$ cat src/rtl/adder_share_arb.sv
// Round-robin arbiter time-sharing one WIDTH-bit adder among NREQ requesters, one registered response slot.
// Optional grant lock enabled by defining ADDER_ARB_LOCK_EN (adds the req_lock port).
module adder_share_arb #(
   parameter int NREQ  = 4,
   parameter int WIDTH = 16,
   parameter int IDW   = 2
) (
   input  logic                  clk,
   input  logic                  rst,
   input  logic [NREQ-1:0]       req_valid,
   output logic [NREQ-1:0]       req_ready,
   input  logic [NREQ*WIDTH-1:0] req_a,
   input  logic [NREQ*WIDTH-1:0] req_b,
`ifdef ADDER_ARB_LOCK_EN
   input  logic [NREQ-1:0]       req_lock,
`endif
   output logic                  rsp_valid,
   input  logic                  rsp_ready,
   output logic [WIDTH-1:0]      rsp_sum,
   output logic                  rsp_cout,
   output logic [IDW-1:0]        rsp_id,
   output logic [15:0]           op_count
);

   localparam logic [IDW:0] NREQ_X = (IDW+1)'(NREQ);

   logic                 r_vld_p0;
   logic [WIDTH-1:0]     r_sum_p0;
   logic                 r_cout_p0;
   logic [IDW-1:0]       r_id_p0;
   logic [15:0]          r_cnt;
   logic [IDW-1:0]       r_ptr;

   logic                 w_can_accept;
   logic                 w_gnt_any;
   logic [IDW-1:0]       w_gnt_idx;
   logic [NREQ-1:0]      w_gnt_onehot;
   logic                 w_accept;
   logic signed [WIDTH-1:0] w_op_a;
   logic signed [WIDTH-1:0] w_op_b;
   logic [WIDTH:0]       w_add;
   logic                 w_lock_req;
   logic                 w_owner_idle;
   logic [IDW-1:0]       w_ptr_next;

   // Unsigned add with carry-out; operands are zero-extended so bit WIDTH is the true carry.
   function automatic logic [WIDTH:0] add_carry(input logic [WIDTH-1:0] a, input logic [WIDTH-1:0] b);
      return {1'b0, a} + {1'b0, b};
   endfunction

   function automatic logic [IDW-1:0] wrap_inc(input logic [IDW-1:0] idx);
      logic [IDW:0] t;
      t = {1'b0, idx} + {{IDW{1'b0}}, 1'b1};
      if (t >= NREQ_X) t = '0;
      return t[IDW-1:0];
   endfunction

   // Round-robin search starting at r_ptr; with no requester the index stays at r_ptr.
   always_comb begin
      logic [IDW:0] v_idx;
      w_gnt_any    = 1'b0;
      w_gnt_idx    = r_ptr;
      w_gnt_onehot = '0;
      v_idx        = '0;
      for (int k = 0; k < NREQ; k++) begin
         v_idx = {1'b0, r_ptr} + (IDW+1)'(k);
         if (v_idx >= NREQ_X) v_idx = v_idx - NREQ_X;
         if (!w_gnt_any && req_valid[v_idx[IDW-1:0]]) begin
            w_gnt_any = 1'b1;
            w_gnt_idx = v_idx[IDW-1:0];
         end
      end
      if (w_gnt_any) w_gnt_onehot[w_gnt_idx] = 1'b1;
   end

   assign w_can_accept = ~r_vld_p0 | rsp_ready;
   assign w_accept     = w_gnt_any & w_can_accept & ~rst;
   assign req_ready    = w_gnt_onehot & {NREQ{w_can_accept & ~rst}};

   assign w_op_a = req_a[w_gnt_idx*WIDTH +: WIDTH];
   assign w_op_b = req_b[w_gnt_idx*WIDTH +: WIDTH];
   assign w_add  = add_carry(w_op_a, w_op_b);

`ifdef ADDER_ARB_LOCK_EN
   logic r_locked;

   // While locked the owner is r_ptr itself, so it always wins the search.
   assign w_lock_req   = req_lock[w_gnt_idx];
   assign w_owner_idle = r_locked & ~req_valid[r_ptr] & w_can_accept;

   always_ff @(posedge clk or posedge rst) begin
      if (rst) begin
         r_locked <= 1'b0;
      end else if (w_accept) begin
         r_locked <= w_lock_req;
      end else if (w_owner_idle) begin
         r_locked <= 1'b0;
      end
   end
`else
   assign w_lock_req   = 1'b0;
   assign w_owner_idle = 1'b0;
`endif

   always_comb begin
      w_ptr_next = r_ptr;
      if (w_accept) begin
         w_ptr_next = w_lock_req ? w_gnt_idx : wrap_inc(w_gnt_idx);
      end else if (w_owner_idle) begin
         w_ptr_next = wrap_inc(r_ptr);
      end
   end

   // Stage p0: response slot, refilled in the same cycle it drains
   always_ff @(posedge clk or posedge rst) begin
      if (rst) begin
         r_vld_p0  <= 1'b0;
         r_sum_p0  <= '0;
         r_cout_p0 <= 1'b0;
         r_id_p0   <= '0;
         r_cnt     <= '0;
         r_ptr     <= '0;
      end else begin
         r_ptr <= w_ptr_next;
         if (w_accept) begin
            r_vld_p0               <= 1'b1;
            {r_cout_p0, r_sum_p0}  <= w_add;
            r_id_p0                <= w_gnt_idx;
            r_cnt                  <= r_cnt + 16'd1;
         end else if (rsp_ready) begin
            r_vld_p0 <= 1'b0;
         end
      end
   end

   assign rsp_valid = r_vld_p0;
   assign rsp_sum   = r_sum_p0;
   assign rsp_cout  = r_cout_p0;
   assign rsp_id    = r_id_p0;
   assign op_count  = r_cnt;

endmodule

$ cat config.mk
export PLATFORM = sky130hd
export DESIGN_NAME = adder_share_arb
export DESIGN_NICKNAME = d
export VERILOG_FILES = /design/src/rtl/adder_share_arb.sv
export SDC_FILE = /design/constraint.sdc
export NUM_CORES = 1
export LEC_CHECK = 0
export ABC_CLOCK_PERIOD_IN_PS = 3500
export BUFFER_PORTS_ARGS = -buffer_cell sky130_fd_sc_hd__buf_4
export CAP_MARGIN = 20
export CORE_AREA = 2 2 89 91
export DETAILED_ROUTE_END_ITERATION = 8
export DIE_AREA = 0 0 91 93
export GPL_ROUTABILITY_DRIVEN = 0
export PLACE_DENSITY = 0.8
export SYNTH_ARGS = -nofsm -noshare
export SYNTH_HDL_FRONTEND = slang
export SYNTH_SLANG_ARGS = --single-unit
$ cat constraint.sdc
create_clock -name clk -period 3.5 [get_ports clk]
set_input_delay 0.7 -clock clk [delete_from_list [all_inputs] [get_ports clk]]
set_output_delay 0.7 -clock clk [all_outputs]
set_load 0.02 [all_outputs]
Yosys cells after proc, flatten, opt, wreduce, memory -nomap -nowiden:

Cells that the tools add are included.

* bits of input ports: 135
* logic and storage cells: 70
* flip-flop bits (word level): 38
* output and inout bits: 40

* add/subtract/negate cells: 10
* $lt $le $gt $ge: 11
* multiplexer cells: 26
* reductions and logical operators: 8
* shift-type cells: 2
* bitwise operators: 7

Operator list (number)
* $shiftx 64x7->16: 2
* $mux 2: 9
* $add 16x16->17: 1
* $add 16x1->16 const B: 1
* $lt 2x3->1 const B: 5
* $ge 3x3->1 const B: 4
* $mux 1: 11
* $bmux 1 s2: 4
* $sub 2x1->2 const B: 4
* $add 2x1->3 const B: 2
* $add 2x2->3 const B: 2
* $and 4x4->4: 1
* $logic_and 1x1->1: 4
* $mux 4: 1
* $and 1x1->1: 3
* $ge 2x3->1 const B: 1
* $logic_not 1->1: 3
* $demux 1 s2: 1
* $ge 2x1->1 const B: 1
* $not 1->1: 2
* $reduce_bool 2->1: 1
* $or 1x1->1: 1

Depth between registers and ports, before layout:

Gate-level depths: netlist of the first run.

* depth in word-level cells: 20
* depth in mapped cells: 17
* depth with buffers taken out: 15

Least setup slack after synthesis of the first run:

Ideal clock, no wire load.

* kind: input to register
* from: in req_valid[2]
* to: reg r_sum_p0[8] (netlist: rsp_sum[8])
* cell stages on the path: 16
* arrival: 3.417 ns
* buffers on the path: 2
* path slack: -0.047 ns
* data required time: 3.370 ns
* setup time: 0.130 ns
* path through: or2_1 a21oi_2 o31ai_4 buf_4 buf_4 nand2_1 and3_1 a31oi_1 ha_1 fa_1 a211oi_1 o21bai_1 a211o_1 a31oi_1 xor2_1 o21ai_1

* word-level cells in the longest chain between the ends: 14
* elaborated cells on any way between the ends: 27
* those cells by class: add/sub: 1; shift: 2; mux: 16; bitwise: 2; reduce/logical: 6

RTL lines
* from (decl): RTL line 10 `input logic [NREQ-1:0] req_valid,`
* $bmux 1 s2: RTL line 68 `if (!w_gnt_any && req_valid[v_idx[IDW-1:0]]) begin`
* $mux 1 (not written as such): RTL line 68
* $mux 1: RTL line 68
* $logic_not 1->1: RTL line 68
* $logic_and 1x1->1: RTL line 68
* $mux 1: RTL line 68
* $logic_not 1->1: RTL line 68
* $logic_and 1x1->1: RTL line 68
* $mux 1: RTL line 68
* $logic_not 1->1: RTL line 68
* $logic_and 1x1->1: RTL line 68
* $mux 2 / $mux 1 (equally long branches): RTL line 68
* $shiftx 64x7->16, or another cell as far along: RTL line 80 `assign w_op_a = req_a[w_gnt_idx*WIDTH +: WIDTH];`
* $add 16x16->17 / $and 1x1->1 (equally long branches): RTL line 48, 77
* to (signal assigned): RTL line 127 `{r_cout_p0, r_sum_p0} <= w_add;`
* to (decl): RTL line 28 `logic [WIDTH-1:0] r_sum_p0;`

Parallel ways exist; a longest one is shown, timed or not. The select of a mux whose other input is x is not followed.
A chain may end at the register's enable or synchronous reset.

Final worst setup path of the first run:

Ends and elaborated chain as after synthesis.

==> metrics.cfg, run 1 <==
[route]
drtIter0Drc = 213
via_count = 4215
remaining_drc_errors = 0
dr.pass1.iters = 4
vias_per_cell = 5.31
route.detailed.wl_per_inst_um = 14.5
ant_nets = 0
routed_wl_um = 11500

[setup_path]
timing.critical_path.to = rsp_sum[8]$_DFFE_PP0P_
timing.rr.end = rsp_sum[8]$_DFFE_PP0P_
max_stage_delay_ns = 0.36
r2r-start = r_ptr[1]$_DFFE_PP0P_
startpoint_type = input port
required_ns = 3.67
path_cells = buf_4 -> or2_1 -> a21oi_2 -> o31ai_4 -> inv_2 -> buf_12 -> nand2_1 -> and3_1 -> a31oi_1 -> ha_2 -> fa_2 -> a211oi_2 -> o21bai_1 -> a211o_1 -> a31oi_2 -> xor2_1 -> o21ai_1
crit_start = req_valid[2]
crit_type = in -> reg
rrSetupSlack_ns = 0.12
crit_fanout = 19
end_kind = flop
arrival_ns = 3.59
reg2reg_depth = 16
critPathSlowestCell = o31ai_4

[min_path]
hold_path_class = in -> async

[floorplanning]
die_y_um = 93
die_area_sq_mm = 0.00846
row_count = 32
die_w_um = 91
start_util_pct = 45.6
core_sq_mm = 0.00753
io-pin-count = 175

[power_and_ir_drop]
peakVddDrop_mv = 0.432
power_per_cell_area_mw_per_mm2 = 950
power_w = 0.00521
leakagePower_nw = 2.84

[sta]
timing.final.crit_share_pct = 97.5
setup_viol = 0
min_period_ns = 3.41
tightestPinTransition_ns = 0.613
rsz0062_at_grt = true
max_slew_margin_pct = 58.8
maxSlewViolCount = 0
hold_viol_final = 0
finClkSkew_ns = 0.00478
timing.fmax_ghz = 0.293

[global_route]
antenna_found_initial = 0
grt_usage_pct = 26.2
use_met3_pct = 4.67
grtUsageMet2_pct = 47.2
grt_max_degree = 38
gr-total-overflow = 0
grt_pass1_vias = 4109
met1_usage_pct = 31.6
top_usage_layer = met2
grt_pass1_wl_um = 18400

[placement]
hpwl_um = 9460
place_inst = 784
portBuffers = 174

[clocking]
cts_hold_buffers = 0
cts_sinks = 38
clock_path_buffers = 2
clockRootBuffer = clkbuf_8
cts_tree = done
htree_levels = 2
clk_latency_ns = 0.29
numCtsBuffers = 5
path_clk_slew_ns = 0.08

[logic_synthesis]
synth_fp_nets = 630
syn_inst = 473
synth_warnings = 0
synth_edf_count = 0
synth_flop_cell = dfrtp_1
syn_avg_cell_area_sq_um = 7.26
synth-seq-cells = 38
ys_seq_area_share_pct = 27.7
postSynth.asyncResetShare_pct = 100
netlist_area_sq_mm = 0.00343
synth.distinct_cells = 50

[final_layout]
final_common_cell = buf_4
fin_nets = 848
n_antenna_cell = 0
layout_common_cells = buf_4 (232), nand2_1 (168), dfrtp_1 (38)
syn_to_final_growth_pct = 59.8
drive_gt1_share_pct = 38.7
instances_no_fill = 794
post-route-util_pct = 72.9

[status]
status = finished, final reports clean

[flow_run]
max_cap_violations = 0

-- final cells by class --
cell class / instances / area [sq um]
tap: 102 / 128
sequential: 38 / 951
inverter: 7 / 26.3
fill: 596 / 2040
timing repair buffer: 238 / 1870
multi-input combinational: 401 / 2370
clock buffer: 5 / 68.8
clock inverter: 3 / 68.8
-- registers in the layout, summed over array words and instances (netlist names) --
name and flops:
op_count 16, rsp_sum 16, r_ptr 2, rsp_id 2, rsp_cout 1, rsp_valid 1
-- repair_timing --
action | 4_1_cts | 5_1_grt
setup buffers | 0 | 1
gates resized for setup | 0 | 15
endpoints found under the setup margin | 0 | 11
endpoints found under the hold margin | 0 | 0
-- synthesized netlist by cell type, drive strengths merged (2+ instances only) --
cell | instances | share of area [%]
a21oi | 17 | 2.6
ha | 21 | 7.7
nand3 | 10 | 1.6
nand2 | 168 | 18
dfrtp | 38 | 28
nor2b | 4 | 0.73
and3 | 36 | 6.6
or4 | 3 | 0.77
nor3 | 5 | 0.73
o21ai | 23 | 3.4
a211oi | 3 | 0.66
and2 | 4 | 0.73
inv | 7 | 0.77
nand4 | 3 | 0.55
o21a | 3 | 0.66
o211ai | 2 | 0.44
or2 | 2 | 0.36
o31ai | 4 | 1.4
a31oi | 35 | 6.4
buf | 22 | 3.8
xor2 | 10 | 2.6
a21o | 4 | 0.87
a211o | 2 | 0.51
xnor2 | 16 | 4.1
clkbuf | 5 | 0.55
a2111oi | 2 | 0.73
o311ai | 2 | 0.73
nor2 | 11 | 1.2
o21bai | 2 | 0.44
-- worst max-delay path: cells and delay by family --
family	cells	cell delay, ns
AOI/OAI and AO/OA	8	1.42
and+or+nand+nor	3	0.33
xor gates and xnor gates	1	0.19
adders and majority gates	2	0.57
buffers and inverters	3	0.37
-- cells by family (layout without fill, tap and decap cells) --
family	Yosys count	count (layout)	synth area share, %
DFF	38	38	27.7
xor gates and xnor gates	26	26	6.63
buffers and inverters	34	253	5.14
AOI/OAI and AO/OA	102	102	19.6
adders and majority gates	22	22	8.24
and+or+nand+nor	251	251	32.7
-- through the flow --
| step | area [sq um] | setup slack (ns) | hold WS [ns] | TNS, ns |
|---|---|---|---|---|
| floorplan | 3440 | 0.00664 | 0.509 | 0 |
| global placement | 5250 | -0.158 | 0.458 | -0.842 |
| detailed placement | 5250 | -0.262 | 0.475 | -2.05 |
| CTS | 5390 | 0.0384 | 0.311 | 0 |
| global route | 5480 | -0.0708 | 0.319 | -0.172 |
| finish | 5480 | 0.0881 | 0.322 | 0 |
-- worst min path at each step --
stage                             start                  endpoint  slack [ns]  depth (start not counted)
6_report                            rst      r_ptr[0]$_DFFE_PP0P_        0.32                          2
5_1_grt                             rst      r_ptr[1]$_DFFE_PP0P_        0.32                          2
4_1_cts                             rst      r_ptr[0]$_DFFE_PP0P_        0.31                          2
3_5_place_dp   op_count[15]$_DFFE_PP0P_  op_count[15]$_DFFE_PP0P_        0.48                          1
3_3_place_gp   op_count[15]$_DFFE_PP0P_  op_count[15]$_DFFE_PP0P_        0.46                          1
2_1_floorplan      r_ptr[1]$_DFFE_PP0P_      r_ptr[1]$_DFFE_PP0P_        0.51                          2
-- report_power, final --
group          internal [W]  total [W]  switching (W)
Sequential         0.000594   0.000721       0.000128
Combinational       0.00199    0.00404        0.00204
Clock              0.000286   0.000449       0.000164
Total               0.00287    0.00521        0.00234
-- per-layer routing --
layer / share of wire (%) / up-vias
li1: - / 2080
met1: 39 / 1932
met2: 50 / 169
met3: 8.1 / 34
met4: 3.3 / 0
met5: 0 / -
No activity file was read; power rests on OpenSTA's default activity.
==> run 2: changes to the inputs <==
==> config.mk (replaced) <==
export PLATFORM = sky130hd
export DESIGN_NAME = adder_share_arb
export DESIGN_NICKNAME = d
export VERILOG_FILES = /design/src/rtl/adder_share_arb.sv
export SDC_FILE = /design/constraint.sdc
export NUM_CORES = 1
export LEC_CHECK = 0
export ABC_AREA = 1
export ABC_CLOCK_PERIOD_IN_PS = 3500
export BUFFER_PORTS_ARGS = -buffer_cell sky130_fd_sc_hd__buf_4
export CAP_MARGIN = 20
export CORE_AREA = 2 2 98 100
export DETAILED_ROUTE_END_ITERATION = 8
export DIE_AREA = 0 0 100 102
export GPL_ROUTABILITY_DRIVEN = 0
export PLACE_DENSITY = 0.79
export SYNTH_ARGS = -nofsm -noshare
export SYNTH_HDL_FRONTEND = slang
export SYNTH_SLANG_ARGS = --single-unit
export TNS_END_PERCENT = 20
==> metrics.cfg, run 2 <==
[final_layout]
layout_common_cells = nand2_1 (244), buf_4 (196), nand3_1 (100)
final_common_cell = nand2_1
drive_gt1_share_pct = 28.1
instances_no_fill = 1020
n_antenna_cell = 0
num-fill-cells = 763
fin_nets = 1066
syn_to_final_growth_pct = 41.0

[sta]
finalSetupTns_ns = 0
hold_viol_final = 0
tightestPinTransition_ns = 0.477
min_period_ns = 3.40
finClkSkew_ns = 0.00363
timing.fmax_ghz = 0.294
timing.final.crit_share_pct = 97.2
maxSlewViolCount = 0
setup_viol = 0
max_slew_margin_pct = 68.2

[logic_synthesis]
yosysMostFrequentCell = nand2_1
syn_avg_cell_area_sq_um = 6.13
yosys.area_share.simple_pct = 48.6
synthTopCellsByCount = nand2_1 (252), nand3_1 (102), inv_1 (97), nand3b_1 (63), dfrtp_1 (38)
muxShareOfSynthArea_pct = 0
synth_xor_area_share_pct = 4.52
synth_top_family_by_area = simple AND/OR/NAND/NOR gates
synth_edf_count = 0
synth_compound_gate_area_share_pct = 4.96
synth_fp_nets = 885
netlist_area_sq_mm = 0.00446
ys_seq_area_share_pct = 21.3
synth_fa_ha_area_share_pct = 6.34
postSynth.asyncResetShare_pct = 100
synth-seq-cells = 38
syn_inst = 728
synth.distinct_cells = 31
synth_flop_cell = dfrtp_1
yosysTopAreaCell = dfrtp_1
synth_warnings = 0
synth.area.top_cells = dfrtp_1 (21%), nand2_1 (21%), nand3_1 (11%), nand3b_1 (11%), inv_1 (8.2%)
synth_top_area_share_pct = 21.3

[clocking]
htree_levels = 2
clk_latency_ns = 0.29
cts_sinks = 38
cts_hold_buffers = 0
cts_tree = done
clockRootBuffer = clkbuf_8
numCtsBuffers = 5
path_clk_slew_ns = 0.07
clock_path_buffers = 2

[setup_path]
crit_type = reg -> reg
required_ns = 3.68
reg2reg_depth = 17
rrSetupSlack_ns = 0.1
startpoint_type = flop
end_kind = flop
crit_fanout = 19
r2r-start = r_ptr[0]$_DFFE_PP0P_
timing.rr.end = rsp_sum[15]$_DFFE_PP0P_
arrival_ns = 3.58

[global_route]
grt_usage_pct = 24.9
grt_pass1_vias = 4747
antenna_found_initial = 0
grt_max_degree = 53
gr-total-overflow = 0
grt_pass1_wl_um = 21100

[min_path]
worstHoldStart = rsp_sum[12]$_DFFE_PP0P_
whs_endpoint = rsp_sum[12]$_DFFE_PP0P_
hold_path_class = reg -> reg
hold_depth = 2

[route]
route.detailed.wl_per_inst_um = 13.6
routed_wl_um = 13900
vias_per_cell = 5.28
drtIter0Drc = 305
ant_nets = 0
dr.pass1.iters = 8
remaining_drc_errors = 0
via_count = 5388

[placement]
portBuffers = 174
place_inst = 1000
hpwl_um = 10300

[floorplanning]
core_sq_mm = 0.00911
io-pin-count = 175
die_y_um = 102
start_util_pct = 49.0
die_area_sq_mm = 0.0102
row_count = 35
die_w_um = 100

[status]
status = finished, final reports clean

[flow_run]
max_cap_violations = 0

[run 2: what timing repair did]
item / CTS / global route
gates resized for setup: 0 / 40
buffers inserted: 0 / 6
endpoints found under the setup margin: 0 / 12
[run 2: area by class of cell]
class                           instances  area, sq um  share of cell area [%]
Inverter                              102          388                    6.17
Timing Repair Buffer                  211         1740                    27.7
Sequential cell                        38          953                    15.2
Tap cell                              111          139                    2.21
Clock buffer                            7         76.3                    1.21
Multi-Input combinational cell        551         2990                    47.5
[run 2: kinds of logic after synthesis]
family | Yosys count
compound gates | 40
xor+xnor | 23
fa+ha+maj | 22
buf+inv | 139
flops | 38
simple gates | 466
[run 2: worst max-delay path by stage]
| stage | startpoint | endpoint | slack (ns) |
|---|---|---|---|
| floorplan | req_valid[1] | rsp_sum[8]$_DFFE_PP0P_ | 0.29 |
| global placement | req_valid[1] | rsp_sum[8]$_DFFE_PP0P_ | 0.11 |
| detailed placement | req_valid[2] | rsp_sum[8]$_DFFE_PP0P_ | -0.002 |
| CTS | r_ptr[1]$_DFFE_PP0P_ | rsp_sum[8]$_DFFE_PP0P_ | 0.18 |
| global route | r_ptr[0]$_DFFE_PP0P_ | rsp_sum[15]$_DFFE_PP0P_ | -0.1 |
| finish | r_ptr[0]$_DFFE_PP0P_ | rsp_sum[15]$_DFFE_PP0P_ | 0.1 |
[run 2: worst max-delay path: stages (launching register included)]
cell and delay, ns:
dfrtp_2 0.44, buf_6 0.14, nand2_1 0.07, nand2_2 0.09, o21ai_1 0.27, nand4_1 0.29
nand2_4 0.27, buf_8 0.19, nand2_1 0.06, nand3_1 0.09, nand2_1 0.07, ha_1 0.36
a21oi_1 0.25, o21ai_0 0.24, a21oi_2 0.21, nand3_1 0.09, nand3_1 0.09, nand2_1 0.06
[run 2: metal layers]
layer  vias up  share of wire [%]  GRT usage, %
li1       2668                  -             -
met1      2440                 41          32.9
met2       253                 50          43.3
met3        27                7.2          3.28
met4         0                1.7          6.22
met5         -                  0             0
[run 2: per-stage QoR]
stage	setup slack [ns]	area, sq um	utilization, %	hold WS, ns
after global routing	-0.0977	6290	69.0	0.505
after global placement	0.114	5900	64.7	0.468
final	0.0966	6290	69.0	0.487
after detailed placement	-0.00156	5900	64.7	0.469
after CTS	0.182	5970	65.6	0.487
after floorplan	0.291	4460	-	0.591
Power of run 2 is left out: the tool's default activity adds up to more than one toggle a clock period on the data nets, which glitch-free logic cannot reach.
==> run 3: changes to the inputs <==
--- a/config.mk
+++ b/config.mk
@@ -13,7 +13,9 @@
 export DETAILED_ROUTE_END_ITERATION = 8
 export DIE_AREA = 0 0 100 102
 export GPL_ROUTABILITY_DRIVEN = 0
+export GPL_TIMING_DRIVEN = 0
 export PLACE_DENSITY = 0.79
+export SKIP_LAST_GASP = 1
 export SYNTH_ARGS = -nofsm -noshare
 export SYNTH_HDL_FRONTEND = slang
 export SYNTH_SLANG_ARGS = --single-unit
==> metrics.cfg, run 3 (synthesized netlist as in run 2, its figures left out) <==
[clocking]
cts_sinks = 38
cts_tree = done
clock_path_buffers = 2
clk_latency_ns = 0.29
numCtsBuffers = 5
clockRootBuffer = clkbuf_8
path_clk_slew_ns = 0.07
htree_levels = 2

[setup_path]
crit_start = r_ptr[0]$_DFFE_PP0P_
required_ns = 3.69
reg2reg_depth = 22
timing.rr.end = rsp_sum[8]$_DFFE_PP0P_
end_kind = flop
crit_fanout = 10
rrSetupSlack_ns = 0.13
startpoint_type = flop
timing.critical_path.to = rsp_sum[8]$_DFFE_PP0P_
arrival_ns = 3.55
r2r-start = r_ptr[0]$_DFFE_PP0P_
crit_type = reg -> reg

[global_route]
top_usage_layer = met2
antenna_found_initial = 0
grt_pass1_wl_um = 22100
use_met3_pct = 3.28
grtUsageMet2_pct = 48.1
grt_usage_pct = 26.2
grt_max_degree = 40
met1_usage_pct = 33.0
grt_pass1_vias = 5060
gr-total-overflow = 0

[sta]
timing.final.crit_share_pct = 96.3
timing.fmax_ghz = 0.297
min_period_ns = 3.37
maxSlewViolCount = 0
max_slew_margin_pct = 47.2
rsz0062_at_grt = true
setup_viol = 0
fin_ws_ns = 0.131
hold_viol_final = 0
finClkSkew_ns = 0.00720
tightestPinTransition_ns = 0.791

[final_layout]
n_antenna_cell = 0
post-route-util_pct = 68.2
final_common_cell = nand2_1
fin_nets = 1074
drive_gt1_share_pct = 28.0
syn_to_final_growth_pct = 39.3
layout_common_cells = nand2_1 (243), buf_4 (185), nand3_1 (100)

[route]
remaining_drc_errors = 0
vias_per_cell = 5.27
via_count = 5421
drtIter0Drc = 252
ant_nets = 0
routed_wl_um = 13900
route.detailed.wl_per_inst_um = 13.5
dr.pass1.iters = 6

[floorplanning]
io-pin-count = 175
row_count = 35
die_area_sq_mm = 0.0102
core_sq_mm = 0.00911
start_util_pct = 49.0
die_w_um = 100
die_y_um = 102

[status]
status = finished, final reports clean

[min_path]
hold_path_class = reg -> reg

[placement]
hpwl_um = 11200
pre_cts_ws_ns = -0.229
portBuffers = 174

[flow_run]
max_cap_violations = 0

## run 3: changes by cell type in the layout (fill, tap and decap cells not counted), sizes merged
cell / before / now
clkbuf: 11 / 16
clkinv: 1 / 2
buf: 207 / 210
## run 3: per-stage QoR
step | cell area [sq um] | hold slack [ns] | TNS [ns] | std cells
final | 6210 | 0.489 | 0 | 1029
after global routing | 6210 | 0.525 | -0.329 | 1029
after CTS | 6010 | 0.496 | -0.00592 | 1021
after detailed placement | 5910 | 0.479 | -1.08 | 1013
after global placement | 5910 | 0.479 | -0.796 | 1013
after floorplan | 4460 | 0.591 | 0 | 728
## run 3: area by class of cell
| cell class | count | area [sq um] |
|---|---|---|
| fill | 779 | 2890 |
| tap | 111 | 139 |
| sequential | 38 | 951 |
| buffer | 37 | 299 |
| multi-input combinational | 551 | 2960 |
| timing repair buffer | 182 | 1380 |
| clock buffer | 7 | 86.3 |
| inverter | 102 | 388 |
| clock inverter | 1 | 5.00 |
## run 3: what timing repair did
action	in CTS	in global routing
pin swaps	0	6
endpoints found under the setup margin	2	16
setup buffers	0	7
hold buffers	0	0
gates resized for setup	4	43
cloned	0	1
## run 3: metal layers
metal	vias up	share of wire [%]
met3	31	7.2
li1	2698	-
met4	0	1.7
met5	-	0
met1	2444	42
met2	248	49
## run 3: how the worst min path moves through the flow
stage | endpoint | startpoint | cells past startpoint
floorplan | rsp_sum[0]$_DFFE_PP0P_ | rsp_sum[0]$_DFFE_PP0P_ | 2
global placement | rsp_sum[6]$_DFFE_PP0P_ | rsp_sum[6]$_DFFE_PP0P_ | 2
detailed placement | rsp_sum[6]$_DFFE_PP0P_ | rsp_sum[6]$_DFFE_PP0P_ | 2
CTS | rsp_sum[6]$_DFFE_PP0P_ | rsp_sum[6]$_DFFE_PP0P_ | 2
global route | rsp_sum[5]$_DFFE_PP0P_ | rsp_sum[5]$_DFFE_PP0P_ | 2
finish | rsp_sum[6]$_DFFE_PP0P_ | rsp_sum[6]$_DFFE_PP0P_ | 2
## run 3: worst max-delay path, stage by stage, from the launching register on
cell     delay [ns]
dfrtp_1        0.42
inv_2          0.07
buf_6          0.14
nand2_1        0.05
nand2_1        0.07
nand2_1        0.09
nand2_2        0.10
nor2_4         0.15
nand4_1        0.21
nand2_2        0.18
buf_8          0.14
buf_6          0.13
nand2_1        0.05
nand3_1        0.09
nand2_2        0.07
ha_4           0.17
fa_2           0.41
nand3_1        0.10
nand2_2        0.08
a211o_1        0.27
xor2_1         0.15
nand2_1        0.06
nand2_1        0.04
Power of run 3 is left out for the same reason.
